`config.mk`:
```
export PLATFORM = sky130hd
export DESIGN_NAME = col_readout_ctrl
export DESIGN_NICKNAME = d
export VERILOG_FILES = /design/src/rtl/col_readout_ctrl.sv
export SDC_FILE = /design/constraint.sdc
export NUM_CORES = 1
export LEC_CHECK = 0
export BUFFER_PORTS_ARGS = -buffer_cell sky130_fd_sc_hd__buf_2
export CAP_MARGIN = 0
export CORE_MARGIN = 2
export CORE_UTILIZATION = 47
export DETAILED_ROUTE_END_ITERATION = 8
export PLACE_DENSITY = 0.83
export SYNTH_ARGS = -nofsm -noshare
export SYNTH_HDL_FRONTEND = slang
export SYNTH_SLANG_ARGS = --single-unit
```
`constraint.sdc`:
```
create_clock -name clk -period 3.3 [get_ports clk]
set_input_delay 0.165 -clock clk [delete_from_list [all_inputs] [get_ports clk]]
set_output_delay 0.165 -clock clk [all_outputs]
set_load 0.01 [all_outputs]
```
`src/rtl/col_readout_ctrl.sv`:
```
// Column readout controller: after each accepted L1A and a programmable delay, it
// drains hit words from the bottom cell of the column into a small output FIFO.
// It then appends a trailer word that carries the event number, column ID and hit count.
module col_readout_ctrl #(
    parameter int BCSTWIDTH = 27,
    parameter int FIFODEPTH = 4
) (
    input  logic                 clk,
    input  logic                 rstn,
    input  logic [3:0]           colID,
    input  logic [7:0]           readDelay,
    input  logic                 l1a,
    input  logic [BCSTWIDTH-1:0] bcstIn,
    output logic [BCSTWIDTH-1:0] colBCST,
    input  logic [4:0]           colHits,
    input  logic [45:0]          colData,
    output logic                 colRead,
    output logic [45:0]          outData,
    output logic                 outLast,
    output logic                 outValid,
    input  logic                 outReady,
    output logic [7:0]           droppedL1A
);

    localparam int PTRW = (FIFODEPTH > 1) ? $clog2(FIFODEPTH) : 1;
    localparam int CNTW = $clog2(FIFODEPTH + 1);

    typedef enum logic [1:0] {IDLE, WAIT, DRAIN, TRAILER} stateT;

    stateT            state;
    logic [7:0]       dlyCnt;
    logic [4:0]       hitCnt;
    logic [7:0]       l1aCnt;

    logic [46:0]      fifoMem [FIFODEPTH];
    logic [PTRW-1:0]  wrPtr;
    logic [PTRW-1:0]  rdPtr;
    logic [CNTW-1:0]  fifoCount;

    logic             notFull;
    logic             pushTrailer;
    logic             push;
    logic             pop;
    logic [46:0]      pushWord;
    logic [46:0]      headWord;

    // Space is judged on the registered count only, so a same-cycle pop never frees a slot early.
    assign notFull     = fifoCount < CNTW'(FIFODEPTH);
    assign colRead     = (state == DRAIN) && (colHits != 5'd0) && notFull;
    assign pushTrailer = (state == TRAILER) && notFull;
    assign push        = colRead || pushTrailer;
    assign pushWord    = pushTrailer ? {29'b0, l1aCnt, colID, hitCnt, 1'b1}
                                     : {colData, 1'b0};

    assign outValid = (fifoCount != '0);
    assign pop      = outValid && outReady;
    assign headWord = outValid ? fifoMem[rdPtr] : '0;
    assign outData  = headWord[46:1];
    assign outLast  = headWord[0];

    always_ff @(posedge clk or negedge rstn) begin
        if (!rstn) begin
            state      <= IDLE;
            dlyCnt     <= '0;
            hitCnt     <= '0;
            l1aCnt     <= '0;
            droppedL1A <= '0;
            colBCST    <= '0;
        end else begin
            colBCST <= bcstIn;
            if (l1a && state != IDLE && droppedL1A != 8'hFF)
                droppedL1A <= droppedL1A + 8'd1;
            if (colRead && hitCnt != 5'h1F)
                hitCnt <= hitCnt + 5'd1;
            case (state)
                IDLE: begin
                    if (l1a) begin
                        dlyCnt <= readDelay;
                        hitCnt <= '0;
                        l1aCnt <= l1aCnt + 8'd1;
                        state  <= WAIT;
                    end
                end
                WAIT: begin
                    if (dlyCnt == 8'd0)
                        state <= DRAIN;
                    else
                        dlyCnt <= dlyCnt - 8'd1;
                end
                DRAIN: begin
                    if (colHits == 5'd0)
                        state <= TRAILER;
                end
                TRAILER: begin
                    if (notFull)
                        state <= IDLE;
                end
                default: state <= IDLE;
            endcase
        end
    end

    // Storage carries no reset; empty-state outputs are masked by outValid instead.
    always_ff @(posedge clk) begin
        if (push)
            fifoMem[wrPtr] <= pushWord;
    end

    always_ff @(posedge clk or negedge rstn) begin
        if (!rstn) begin
            wrPtr     <= '0;
            rdPtr     <= '0;
            fifoCount <= '0;
        end else begin
            if (push)
                wrPtr <= (wrPtr == PTRW'(FIFODEPTH - 1)) ? '0 : wrPtr + PTRW'(1);
            if (pop)
                rdPtr <= (rdPtr == PTRW'(FIFODEPTH - 1)) ? '0 : rdPtr + PTRW'(1);
            case ({push, pop})
                2'b10:   fifoCount <= fifoCount + CNTW'(1);
                2'b01:   fifoCount <= fifoCount - CNTW'(1);
                default: fifoCount <= fifoCount;
            endcase
        end
    end

endmodule

```
## Word level (Yosys, flattened, before mapping)

Memories as Yosys holds them, arrays and structs flattened.
Cells that the tools add are included.

| cells by class | value |
|---|---|
| $add $sub $neg | 8 |
| multiply operators | 0 |
| div/mod/pow operators | 0 |
| $lt $le $gt $ge | 1 |
| equality and inequality tests | 14 |
| shift-type cells | 0 |
| muxes and demuxes | 18 |
| bitwise gates (word level) | 0 |
| reduce and logical (&&, ||, !) cells | 19 |

Operators with widths:

| kind | number |
|---|---|
| 47-bit two-way mux | 2 |
| 8-bit by 1-bit adder with 8-bit output, second input constant | 2 |
| 8-bit two-way mux | 2 |
| 8-bit one-hot mux with 2 select lines | 1 |
| 5-bit two-way mux | 3 |
| 2-bit two-way mux | 6 |
| 2-bit equality test, second input constant | 5 |
| 8-bit zero test | 1 |
| 2-bit != test, second input constant | 4 |
| 8-bit != test, second input constant | 1 |
| 2-bit one-hot mux with 4 select lines | 1 |
| 8-bit by 1-bit subtractor with 8-bit output, second input constant | 1 |
| 1-bit logical AND | 7 |
| 3-bit one-hot mux with 2 select lines | 1 |
| 2-bit nonzero test | 3 |
| 5-bit by 1-bit adder with 5-bit output, second input constant | 1 |
| 5-bit zero test | 1 |
| 5-bit != test, second input constant | 1 |
| 5-bit nonzero test | 1 |
| 2-bit by 1-bit adder with 2-bit output, second input constant | 2 |
| 2-bit by 1-bit equality test with 1-bit output, second input constant | 2 |
| 4-bit AND reduction | 1 |
| 3-bit by 1-bit adder with 3-bit output, second input constant | 1 |
| 3-bit less-than comparator, second input constant | 1 |
| other kinds (8) | 9 |

| word-level totals | value |
|---|---|
| bits in registers | 65 |
| latch bits | 0 |
| memory bits (writable) | 188 |
| memory bits (read-only) | 0 |
| input bits | 94 |
| output and inout bits | 84 |
| logic and storage cells | 70 |
| memories | 1 |

Memory list:

| name | depth | bits a word | read ports | clocked after Yosys merged registers in | write ports | RTL line | RTL |
|---|---|---|---|---|---|---|---|
| fifoMem | 4 | 47 | 1 | 0 | 1 | 35 | `logic [46:0] fifoMem [FIFODEPTH];` |

## Logic depth before layout (Yosys ltp)

| logic depth | value |
|---|---|
| depth after elaboration | 7 |
| mapped depth | 11 |
| mapped depth without buffers | 11 |

## Least setup slack after synthesis

Ideal clock, no wire load.

| timing path | value |
|---|---|
| path type | register to register |
| start point | reg state[0] |
| end point | mem fifoMem[0][0], enable pin |
| setup time | 457 ps |
| data arrival time | 3330 ps |
| required time | 2843 ps |
| slack | -487 ps |
| stages on the path, launching flop included | 7 |
| path buffers | 0 |
| period minus slack after synthesis | 3787 ps |
| cell sequence | dfrtp_1 -> inv_1 -> ha_1 -> nand2b_1 -> a21oi_1 -> nor2_4 -> nor2b_1 |

| on the way | value |
|---|---|
| word-level cells in the longest chain between the ends | 6 |
| elaborated cells on any way between the ends | 8 |
| those cells by class | eq/ne: 2; mux: 2; reduce/logical: 4 |

Ends and longest elaborated chain:

| element | RTL line | RTL |
|---|---|---|
| start: declaration | 30 | `stateT state;` |
| start signal: assignment | 63 | `state <= IDLE;` |
| start signal: assignment | 81 | `state <= WAIT;` |
| start signal: assignment | 86 | `state <= DRAIN;` |
| 2-bit equality test | 49 | `assign colRead = (state == DRAIN) && (colHits != 5'd0) && notFull;` |
| 1-bit logical AND (2 in series) | 49 |  |
| via colRead | 17 | `output logic colRead,` |
| 1-bit logical OR | 51 | `assign push = colRead \|\| pushTrailer;` |
| 1-bit two-way mux | 105 | `if (push)` |
| 1-bit two-way mux (implied by the code) | 106 | `fifoMem[wrPtr] <= pushWord;` |
| end: declaration | 35 |  |

The timed path passes the listed nets, and every way through them passes these cells.

## Worst setup path after layout

| timing path | value |
|---|---|
| start point | reg rdPtr[0] |
| end point | out outData[0] |

| on the way | value |
|---|---|
| word-level cells in the longest chain between the ends | 2 |

Ends and longest elaborated chain:

| element | RTL line | RTL |
|---|---|---|
| start: declaration | 37 | `logic [PTRW-1:0] rdPtr;` |
| start signal: assignment | 118 | `rdPtr <= (rdPtr == PTRW'(FIFODEPTH - 1)) ? '0 : rdPtr + PTRW'(1);` |
| memory read 4 x 47 bit | n/a |  |
| 47-bit two-way mux | 57 | `assign headWord = outValid ? fifoMem[rdPtr] : '0;` |
| end: declaration | 18 | `output logic [45:0] outData,` |

No other way between the ends.

==> results by group <==
Finish
  • NumNets Final: 983
  • Post-Layout Cell Count: 1174
  • Share of cells above drive strength 1: around a third
  • Core Util, Final: around three fifths
  • P&R area growth vs syn: 24.9%
  • Post-route cell area: around 0.013 mm^2

Power and ir drop
  • Max rail drop VDD: 0.401 mV
  • Power Internal: between 6 and 7 mW
  • Total power per unit cell area: around 670 mW/mm^2
  • Switch share: a little over a quarter
  • NetSw: ~2.3 mW
  • Clk pwr share: 32.4%
  • LEAKAGE: ~5.1 nW
  • Sequential share of power: 43.2%
  • Overall power: ~8.6 mW
  • Gate power share: 24.5%

Drt
  • Remaining DRCs: 0
  • Routed wire per std cell: around 18 um
  • Drt via density: between 5 and 6
  • Final antenna-violating net count: 0
  • Drt first pass iters: 4
  • Iteration-0 DRC Markers: between 200 and 300
  • Wirelength, routed: roughly 21 mm
  • Vias: approximately 6000

Setup path
  • Crit-path cells: buf_12, mux4_1, and2_1, buf_2
  • Crit end category: primary output
  • CP Data Required Time: ~3100 ps
  • Critical Path Slowest Stage Cell: dfrtp_4
  • Worst setup SP type: register
  • Worst r2r path cells: 11
  • CP max stage delay: between 700 and 800 ps
  • Crit path max-delay family: flip-flops
  • CP Data Arrival Time: about 2600 ps
  • Stages on worst setup path: 4
  • Critical path buffers and inverters: 2
  • Critical path type: reg -> out
  • Worst Path Max Fanout: 26

Place
  • RD Place Congestion: roughly 0.80
  • Final HPWL from detailed placement: approximately 13 mm
  • PortBufs: ~180
  • Dpl ws: between 800 and 900 ps
  • Placed Area: approximately 0.012 mm^2
  • DP Cell Count: about 1100

Die
  • Boundary Pins: roughly 180
  • Die area: around 0.023 mm^2
  • Core footprint: 0.0217 mm^2
  • Initial core utilization: 47.7%
  • Chip height: 152 um
  • Row count: 54
  • Die extent in x: roughly 150 um

CTS
  • TritonCTS Buffers: 26
  • H-tree depth: 1
  • Max Buffers Root-to-Sink: 3
  • Post-CTS Setup Bufs: 0
  • Cts repair resizes: 0
  • Clock-pin slew on the worst setup and hold paths: roughly 60 ps
  • # hold bufs at CTS: 50
  • Later-pin clock latency in the skew report: ~520 ps
  • Root Buffer: clkbuf_16
  • CTS tree: built
  • Clk sinks: between 200 and 300

Global routing
  • Vias in the first global route: 6465
  • Grt ovf: 0
  • GRT Util Overall: 18.4%
  • Initial antenna violation count: 4
  • Global-route wire length before repair: around 34 mm
  • Largest net degree at the start of global routing: 50

Yosys
  • Yosys warnings: 0
  • Synth Instances: roughly 630
  • Seq cells post-synth: ~250
  • Share of synthesized registers carrying an async set or reset: ~26%
  • Post-synth cell types: 46
  • Most used DFF post-synth: edfxtp_1
  • Syn nets: 739
  • Synth Cell Area: between 0.01 and 0.015 mm^2
  • Post-synth EDFFs: between 150 and 200
  • Post-synthesis sequential area ratio: about 70%
  • Synth Area per Inst: approximately 17 um^2

Timing
  • Crit share post-route: 82.6%
  • Fin Clk Skew: 13.7 ps
  • Final hold vios: 0
  • Final setup fails: 0
  • Slew Viols, Final: 0
  • Max_slew headroom: a little under half
  • Worst slew pin tran: between 800 and 900 ps
  • Setup tns final: 0 ps
  • Hold slack: between 10 and 15 ps
  • Maximum clock rate: between 0.3 and 0.4 GHz
  • Tmin final: around 2700 ps
  • Setup WS post-layout: between 500 and 600 ps
  • RSZ-0062 raised after global routing: false

Min path
  • Hold path cells: 2
  • Hold Path Class: in -> reg

Run
  • Max-Cap Viols: 0

Outcome
  • Outcome: complete, no violations
-- power groups by stage --
stage	registers (mW)	logic (mW)	clock network [mW]
floorplan	3.67	1.51	0
global placement	3.80	2.05	0
detailed placement	3.80	2.09	0
CTS	3.74	2.14	2.85
global route	3.76	2.29	2.98
finish	3.73	2.11	2.80
-- flip-flops by register name, indices dropped and copies added, names as in the netlist --
register and flops:
fifoCount 3, l1aCnt 8, rdPtr 2, hitCnt 5, wrPtr 2, state 2, droppedL1A 8, colBCST 27
dlyCnt 8, fifoMem 188
-- routing by layer --
layer	track usage [%]	routed length, um	up-vias
li1	-	-	2813
met1	23.2	8810	2994
met2	31.8	10400	189
met3	4.47	1370	36
met4	5.43	529	2
met5	0	7	-
-- Yosys cell counts, types with 2 or more instances --
library cell	instances	share of area, %
a21oi_1	7	0.34
a31o_2	2	0.17
a31oi_1	3	0.18
and2_1	77	4.7
and3_1	2	0.12
buf_12	2	0.39
buf_2	5	0.24
buf_4	3	0.22
clkbuf_1	15	0.54
clkinv_1	2	0.073
dfrtp_1	65	16
edfxtp_1	188	55
ha_1	17	2.1
inv_1	15	0.54
mux2_2	4	0.44
mux2i_1	4	0.39
mux4_1	2	0.51
mux4_2	45	9.8
nand2_1	73	2.6
nand2b_1	3	0.18
nand3_1	8	0.39
nand4_1	2	0.12
nor2_1	20	0.73
nor2b_1	6	0.36
nor3_1	5	0.24
nor3_2	3	0.29
o21ai_0	12	0.58
o22a_1	2	0.17
or3_1	2	0.12
xnor2_1	7	0.59
xor2_1	11	0.93
-- layout make-up --
| type | instances | area (um^2) |
|---|---|---|
| clock buffers | 30 | 687 |
| flip-flops and latches | 253 | 7280 |
| fillers | 1608 | 8760 |
| diodes | 4 | 10.0 |
| well taps | 280 | 350 |
| inverters | 17 | 63.8 |
| multi-input cells | 331 | 2890 |
| clock inverters | 17 | 138 |
| repair buffers | 242 | 1510 |
-- layout by cell type (no fill, tap or decap), types with 8 or more instances in the layout --
cell	n
buf_2	177
and2_1	77
dlygate4sd3_1	50
nor2_1	20
dfrtp_1	63
xor2_1	11
nand2_1	73
inv_1	15
nand3_1	8
clkbuf_16	27
o21ai_0	12
ha_1	17
mux4_2	45
buf_4	14
edfxtp_1	188
-- cell families (layout without fill, tap and decap cells) --
logic type / count (synthesis) / after routing / synth area share (%)
flip-flops: 253 / 253 / 70.3
AND/OR/NAND/NOR: 205 / 205 / 10.3
multiplexers: 56 / 56 / 11.3
buffers and inverters: 43 / 306 / 2.12
AO/OA/AOI/OAI: 34 / 34 / 2.30
adder cells (fa/ha/maj): 18 / 18 / 2.25
XOR/XNOR: 18 / 18 / 1.52
other: 0 / 4 / 0
-- path summary, 6_finish.rpt --
check	end	slack, ps	from
max	outData[0]	570	rdPtr[0]$_DFFE_PN0P_
min	fifoMem[3][34]$_DFFE_PP_	10	colData[33]
max reg2reg	fifoCount[2]$_DFFE_PN0P_	870	state[1]$_DFFE_PN0P_
min reg2reg	l1aCnt[7]$_DFFE_PN0P_	470	l1aCnt[7]$_DFFE_PN0P_
max in group asynchronous	colBCST[2]$_DFF_PN0_	2110	rstn
min in group asynchronous	droppedL1A[0]$_DFFE_PN0P_	280	rstn
Power figures use the tool's default switching activity.
